===== config.mk =====
export PLATFORM = sky130hd
export DESIGN_NAME = cpu2
export DESIGN_NICKNAME = d
export VERILOG_FILES = /design/src/rtl/cpu2.sv
export SDC_FILE = /design/constraint.sdc
export NUM_CORES = 1
export LEC_CHECK = 0
export CAP_MARGIN = 25
export CORE_MARGIN = 3
export CORE_UTILIZATION = 25
export CTS_CLUSTER_SIZE = 12
export DETAILED_ROUTE_END_ITERATION = 10
export DONT_BUFFER_PORTS = 1
export MAX_ROUTING_LAYER = met4
export PLACE_DENSITY_LB_ADDON = 0.3
export SLEW_MARGIN = 20
export SYNTH_ARGS = -nofsm -noshare
export SYNTH_HDL_FRONTEND = slang
export SYNTH_SLANG_ARGS = --single-unit

===== constraint.sdc =====
create_clock -name clock_i -period 3.8 [get_ports clock_i]
set_clock_uncertainty 0.05 [all_clocks]
set_input_delay 0.38 -clock clock_i [delete_from_list [all_inputs] [get_ports clock_i]]
set_output_delay 0.38 -clock clock_i [all_outputs]
set_load 0.1 [all_outputs]

===== src/rtl/cpu2.sv =====
`default_nettype none
// ============================================================================
// Module   : cpu2
// Brief    : Accumulator CPU, 2 cycles/instruction, with a hex seven-segment display.
// Revision : 1.0
// ============================================================================
module cpu2 #(
    parameter int WORD_W = 8,
    parameter int OP_W   = 3
) (
    input  logic                   clock_i,
    input  logic                   reset_i,
    input  logic                   run_i,
    input  logic                   prog_we_i,
    input  logic [WORD_W-OP_W-1:0] prog_addr_i,
    input  logic [WORD_W-1:0]      prog_data_i,
    output logic [WORD_W-1:0]      acc_o,
    output logic [WORD_W-OP_W-1:0] pc_o,
    output logic                   carry_o,
    output logic                   halted_o,
    output logic                   out_valid_o,
    output logic [6:0]             disp0_o,
    output logic [6:0]             disp1_o
);
    localparam int A_W   = WORD_W - OP_W;
    localparam int DEPTH = 2 ** A_W;

    localparam logic [OP_W-1:0] OP_LOAD  = OP_W'(0);
    localparam logic [OP_W-1:0] OP_STORE = OP_W'(1);
    localparam logic [OP_W-1:0] OP_ADD   = OP_W'(2);
    localparam logic [OP_W-1:0] OP_SUB   = OP_W'(3);
    localparam logic [OP_W-1:0] OP_BZ    = OP_W'(4);
    localparam logic [OP_W-1:0] OP_JMP   = OP_W'(5);
    localparam logic [OP_W-1:0] OP_OUT   = OP_W'(6);
    localparam logic [OP_W-1:0] OP_HALT  = OP_W'(7);

    typedef enum logic [1:0] {
        S_IDLE    = 2'd0,
        S_FETCH   = 2'd1,
        S_EXECUTE = 2'd2,
        S_HALTED  = 2'd3
    } state_t;

    state_t              state_q, state_d;
    logic [A_W-1:0]      pc_q, pc_d;
    logic [WORD_W-1:0]   ir_q, ir_d;
    logic [WORD_W-1:0]   acc_q, acc_d;
    logic                carry_q, carry_d;
    logic [WORD_W-1:0]   out_q, out_d;
    logic                out_valid_q, out_valid_d;
    logic [WORD_W-1:0]   mem_q [DEPTH];

    logic                mem_we;
    logic [A_W-1:0]      mem_waddr;
    logic [WORD_W-1:0]   mem_wdata;

    logic [OP_W-1:0]     w_op;
    logic [A_W-1:0]      w_addr;
    logic [WORD_W-1:0]   w_operand;
    logic [WORD_W:0]     w_sum;
    logic [WORD_W:0]     w_diff;

    assign w_op      = ir_q[WORD_W-1:A_W];
    assign w_addr    = ir_q[A_W-1:0];
    assign w_operand = mem_q[w_addr];
    // The extra top bit of each result is the carry-out or borrow respectively.
    assign w_sum     = {1'b0, acc_q} + {1'b0, w_operand};
    assign w_diff    = {1'b0, acc_q} - {1'b0, w_operand};

    always_comb begin
        state_d     = state_q;
        pc_d        = pc_q;
        ir_d        = ir_q;
        acc_d       = acc_q;
        carry_d     = carry_q;
        out_d       = out_q;
        out_valid_d = 1'b0;
        mem_we      = 1'b0;
        mem_waddr   = prog_addr_i;
        mem_wdata   = prog_data_i;
        case (state_q)
            S_IDLE: begin
                pc_d   = '0;
                mem_we = prog_we_i;
                if (run_i) begin
                    state_d = S_FETCH;
                end
            end
            S_FETCH: begin
                ir_d    = mem_q[pc_q];
                pc_d    = pc_q + A_W'(1);
                state_d = S_EXECUTE;
            end
            S_EXECUTE: begin
                state_d = S_FETCH;
                case (w_op)
                    OP_LOAD:  acc_d = w_operand;
                    OP_STORE: begin
                        mem_we    = 1'b1;
                        mem_waddr = w_addr;
                        mem_wdata = acc_q;
                    end
                    OP_ADD: begin
                        acc_d   = w_sum[WORD_W-1:0];
                        carry_d = w_sum[WORD_W];
                    end
                    OP_SUB: begin
                        acc_d   = w_diff[WORD_W-1:0];
                        carry_d = w_diff[WORD_W];
                    end
                    OP_BZ: begin
                        if (acc_q == '0) begin
                            pc_d = w_addr;
                        end
                    end
                    OP_JMP:  pc_d = w_addr;
                    OP_OUT: begin
                        out_d       = acc_q;
                        out_valid_d = 1'b1;
                    end
                    OP_HALT: state_d = S_HALTED;
                    default: ;
                endcase
            end
            S_HALTED: begin
                mem_we = prog_we_i;
                if (!run_i) begin
                    state_d = S_IDLE;
                    pc_d    = '0;
                end
            end
            default: state_d = S_IDLE;
        endcase
    end

    always_ff @(posedge clock_i) begin
        if (reset_i) begin
            state_q     <= S_IDLE;
            pc_q        <= '0;
            ir_q        <= '0;
            acc_q       <= '0;
            carry_q     <= 1'b0;
            out_q       <= '0;
            out_valid_q <= 1'b0;
        end else begin
            state_q     <= state_d;
            pc_q        <= pc_d;
            ir_q        <= ir_d;
            acc_q       <= acc_d;
            carry_q     <= carry_d;
            out_q       <= out_d;
            out_valid_q <= out_valid_d;
        end
    end

    // Memory has no reset; reset only suppresses the write so an aborted STORE is lost.
    always_ff @(posedge clock_i) begin
        if (!reset_i && mem_we) begin
            mem_q[mem_waddr] <= mem_wdata;
        end
    end

    function automatic logic [6:0] seg7(input logic [3:0] d);
        logic [6:0] s;
        case (d)
            4'h0: s = 7'b1000000;
            4'h1: s = 7'b1111001;
            4'h2: s = 7'b0100100;
            4'h3: s = 7'b0110000;
            4'h4: s = 7'b0011001;
            4'h5: s = 7'b0010010;
            4'h6: s = 7'b0000010;
            4'h7: s = 7'b1111000;
            4'h8: s = 7'b0000000;
            4'h9: s = 7'b0010000;
            4'hA: s = 7'b0001000;
            4'hB: s = 7'b0000011;
            4'hC: s = 7'b1000110;
            4'hD: s = 7'b0100001;
            4'hE: s = 7'b0000110;
            default: s = 7'b0001110;
        endcase
        return s;
    endfunction

    assign acc_o       = acc_q;
    assign pc_o        = pc_q;
    assign carry_o     = carry_q;
    assign halted_o    = (state_q == S_HALTED);
    assign out_valid_o = out_valid_q;
    assign disp0_o     = seg7(out_q[3:0]);
    assign disp1_o     = seg7(out_q[7:4]);

endmodule
`default_nettype wire

==> impl_metrics.json <==
{
  "avgSynthCellArea_sq_um": 14.74,
  "dr.pass1.iters": 7,
  "cap_violations": 0,
  "setup_viol": 0,
  "critical_path_class": "reg2reg",
  "crit_required_ns": 4.20,
  "wl_met3_microns": 3991,
  "synthMuxAreaShare": 0.2212,
  "gp_congestion": 0.9131,
  "start_util": 0.2527,
  "core_sq_um": 60470,
  "clock_latency_ns": 0.55,
  "power_density_nw_per_um2": 502.3,
  "synth_flop_cell": "edfxtp_1",
  "hold_slack_ns": 0.06383,
  "viasPerCell": 5.058,
  "port_buffers": 0,
  "synth-edff-count": 256,
  "grt_pass1_vias": 9803,
  "cts_root_buf": "clkbuf_16",
  "p_leak_uw": 0.005721,
  "synth_top_family_by_area": "multiplexers",
  "synth_area_leaders": "edfxtp_1 (50%), mux4_2 (17%), dfxtp_1 (6.2%)",
  "overflow": 0,
  "dp_slack_ns": -0.01562,
  "pin_count": 47,
  "endpoint_kind": "flip-flop",
  "antenna_left": 0,
  "finalCritPeriodShare": 0.9817,
  "synthXorXnorAreaFrac": 0.004585,
  "top_layer": "met4",
  "r2r_slack_ns": 0.07,
  "yosysTopAreaCellShare": 0.5030,
  "fillers": 5950,
  "drc": 0,
  "synthArstFlopShare": 0,
  "path_clk_slew_ns": 0.06,
  "num_vias": 9697,
  "worstPathArrival_ns": 4.13,
  "hold_path_end": "out_q[1]$_SDFFE_PP0P_",
  "instances_no_fill": 1917,
  "finalHoldViolCount": 0,
  "htree_levels": 2,
  "synth_compound_area_frac": 0.07049,
  "fin_ws_ns": 0.06970,
  "hold_path_depth": 2,
  "route.met2.wl_microns": 21380,
  "grt_pass1_wl_microns": 67020,
  "synthAdderAreaFrac": 0.03046,
  "placed_area_sq_um": 16760,
  "hold_class": "in2reg",
  "cts_tree": "done",
  "nets": 1162,
  "reg2reg_depth": 13,
  "grt_max_degree": 33,
  "ys_warn_count": 0,
  "status": "complete, no violations",
  "yosysUniqueCellTypes": 72,
  "hpwl_microns": 32300,
  "ir_drop_mv": 0.2415,
  "dp_cells": 1847,
  "rr_endpoint": "carry_o$_SDFFE_PP0P_",
  "rr_startpoint": "ir_q[0]$_SDFFE_PP0P_",
  "finalWirelength_microns": 46140,
  "areaGrowthSynthToFinish_pct": 18.04,
  "hp-start": "reset_i",
  "clkSinkCount": 303,
  "antenna_found_initial": 2,
  "design_area_sq_um": 18040,
  "cts_buffer_depth": 3,
  "synth_nets": 1090,
  "drt-initial-drc-count": 792,
  "synth_area_leader_cell": "edfxtp_1",
  "dieWidth_microns": 253.2,
  "ys_ff_latch": 303,
  "slew_violations": 0,
  "num_rows": 90,
  "synthesis.area_sq_um": 15280,
  "die-height_microns": 253.2,
  "die_area_sq_um": 64130,
  "fmax_ghz": 0.2681,
  "seq_area_frac_synth": 0.5646,
  "worst_pin_slew_ns": 1.032,
  "synth_simple_gate_area_frac": 0.07942,
  "maxSlewHeadroom": 0.3111,
  "routedWlPerCell_microns": 24.07,
  "met1_length_microns": 19060,
  "path_max_fanout": 6,
  "track_usage": 0.1479,
  "worst_setup_path_start_kind": "flip-flop",
  "period_needed_ns": 3.730,
  "drive_gt1_frac": 0.2698,
  "cts_made_buffers": 35,
  "synthCells": 1037
}
-- cells in the final DEF (no fill, tap or decap), types with 13 or more instances in the layout --
cell type and n:
ha_1 33, dfxtp_1 40, inv_1 27, o21ai_0 13, a22oi_1 23, a211oi_1 14, edfxtp_1 256, clkbuf_16 37
mux2i_1 57, nand2_1 75, mux4_2 116, nor2_1 75, buf_4 93, nor2b_1 17, a21oi_1 32
-- worst max-delay path, cell delays in order, from the launching register on --
cell and delay, ns:
dfxtp_4 0.38, buf_4 0.16, buf_4 0.17, mux4_2 0.55, a22oi_1 0.41, nand4_1 0.33, inv_1 0.13, ha_1 0.30
o21ai_0 0.18, nand2b_1 0.11, nand2_1 0.09, a21oi_1 0.04, or4_1 0.40, a311oi_1 0.31
-- per-layer routing --
layer  up-vias  GRT usage
met4         0    0.05767
met1      4967     0.1851
met3        86    0.03852
li1       4283          -
met5         -          -
met2       361     0.2296
-- worst max-delay path by stage --
stage                               from                     to  slack [ns]  depth (start not counted)
detailed placement  ir_q[0]$_SDFFE_PP0P_   carry_o$_SDFFE_PP0P_       -0.02                         12
finish              ir_q[0]$_SDFFE_PP0P_   carry_o$_SDFFE_PP0P_        0.07                         13
global placement    ir_q[0]$_SDFFE_PP0P_  acc_o[3]$_SDFFE_PP0P_        0.03                         13
global route        ir_q[0]$_SDFFE_PP0P_  acc_o[5]$_SDFFE_PP0P_      -0.002                         14
floorplan           ir_q[1]$_SDFFE_PP0P_  acc_o[4]$_SDFFE_PP0P_        0.08                         16
CTS                 ir_q[0]$_SDFFE_PP0P_  acc_o[5]$_SDFFE_PP0P_        0.04                         13
-- cell families after synthesis --
logic type	count (synthesis)
fa+ha+maj	36
xor+xnor	8
simple gates	249
compound gates	154
buf+inv	99
flops	303
mux	188
-- final cells by class --
class | instances | area (sq um) | share of cell area
clock inverters | 18 | 155.1 | 0.008600
multi-input cells | 635 | 6309 | 0.3497
well taps | 782 | 978.4 | 0.05424
flip-flops and latches | 303 | 8645 | 0.4792
clock buffers | 44 | 930.9 | 0.05160
diodes | 1 | 2.502 | 0.0001387
repair buffers | 103 | 903.4 | 0.05008
inverters | 31 | 116.4 | 0.006450
-- where the power goes --
| part | switching [uW] | internal, uW |
|---|---|---|
| logic | 1230 | 863 |
| registers | 76.5 | 3650 |
| clock network | 1360 | 1880 |
-- stage by stage --
step	setup TNS [ns]	utilization	power [uW]
after floorplan	0	-	5081
after global placement	0	0.2771	5772
after detailed placement	-0.01562	0.2771	5785
after CTS	0	0.2955	9064
after global routing	-0.002116	0.2983	9423
final	0	0.2983	9061
-- sequential cells by signal, indices dropped and copies added (netlist names) --
register,flops
mem_q,256
disp0_o,7
disp1_o,7
state_q,2
out_q,8
ir_q,8
out_valid_o,1
acc_o,8
pc_o,5
carry_o,1
-- timing repair --
item / 4_1_cts / 5_1_grt
endpoints found under the setup margin: 2 / 6
hold buffers: 1 / 0
endpoints found under the hold margin: 28 / 0
cloned: 0 / 1
buffers inserted: 0 / 5
resized for setup: 2 / 21
pin swaps: 0 / 3
-- synth_stat cells (10+ instances only) --
master,count
o21ai_0,17
nand3_1,10
dfxtp_1,47
mux2i_1,58
nor2b_1,18
a22oi_1,25
nand2_1,75
ha_1,34
a211oi_1,14
nor2_1,75
nand2b_1,10
edfxtp_1,256
inv_1,27
buf_2,12
mux4_2,116
clkbuf_1,36
a21oi_1,32
nor3_1,14
Power figures use the tool's default switching activity.
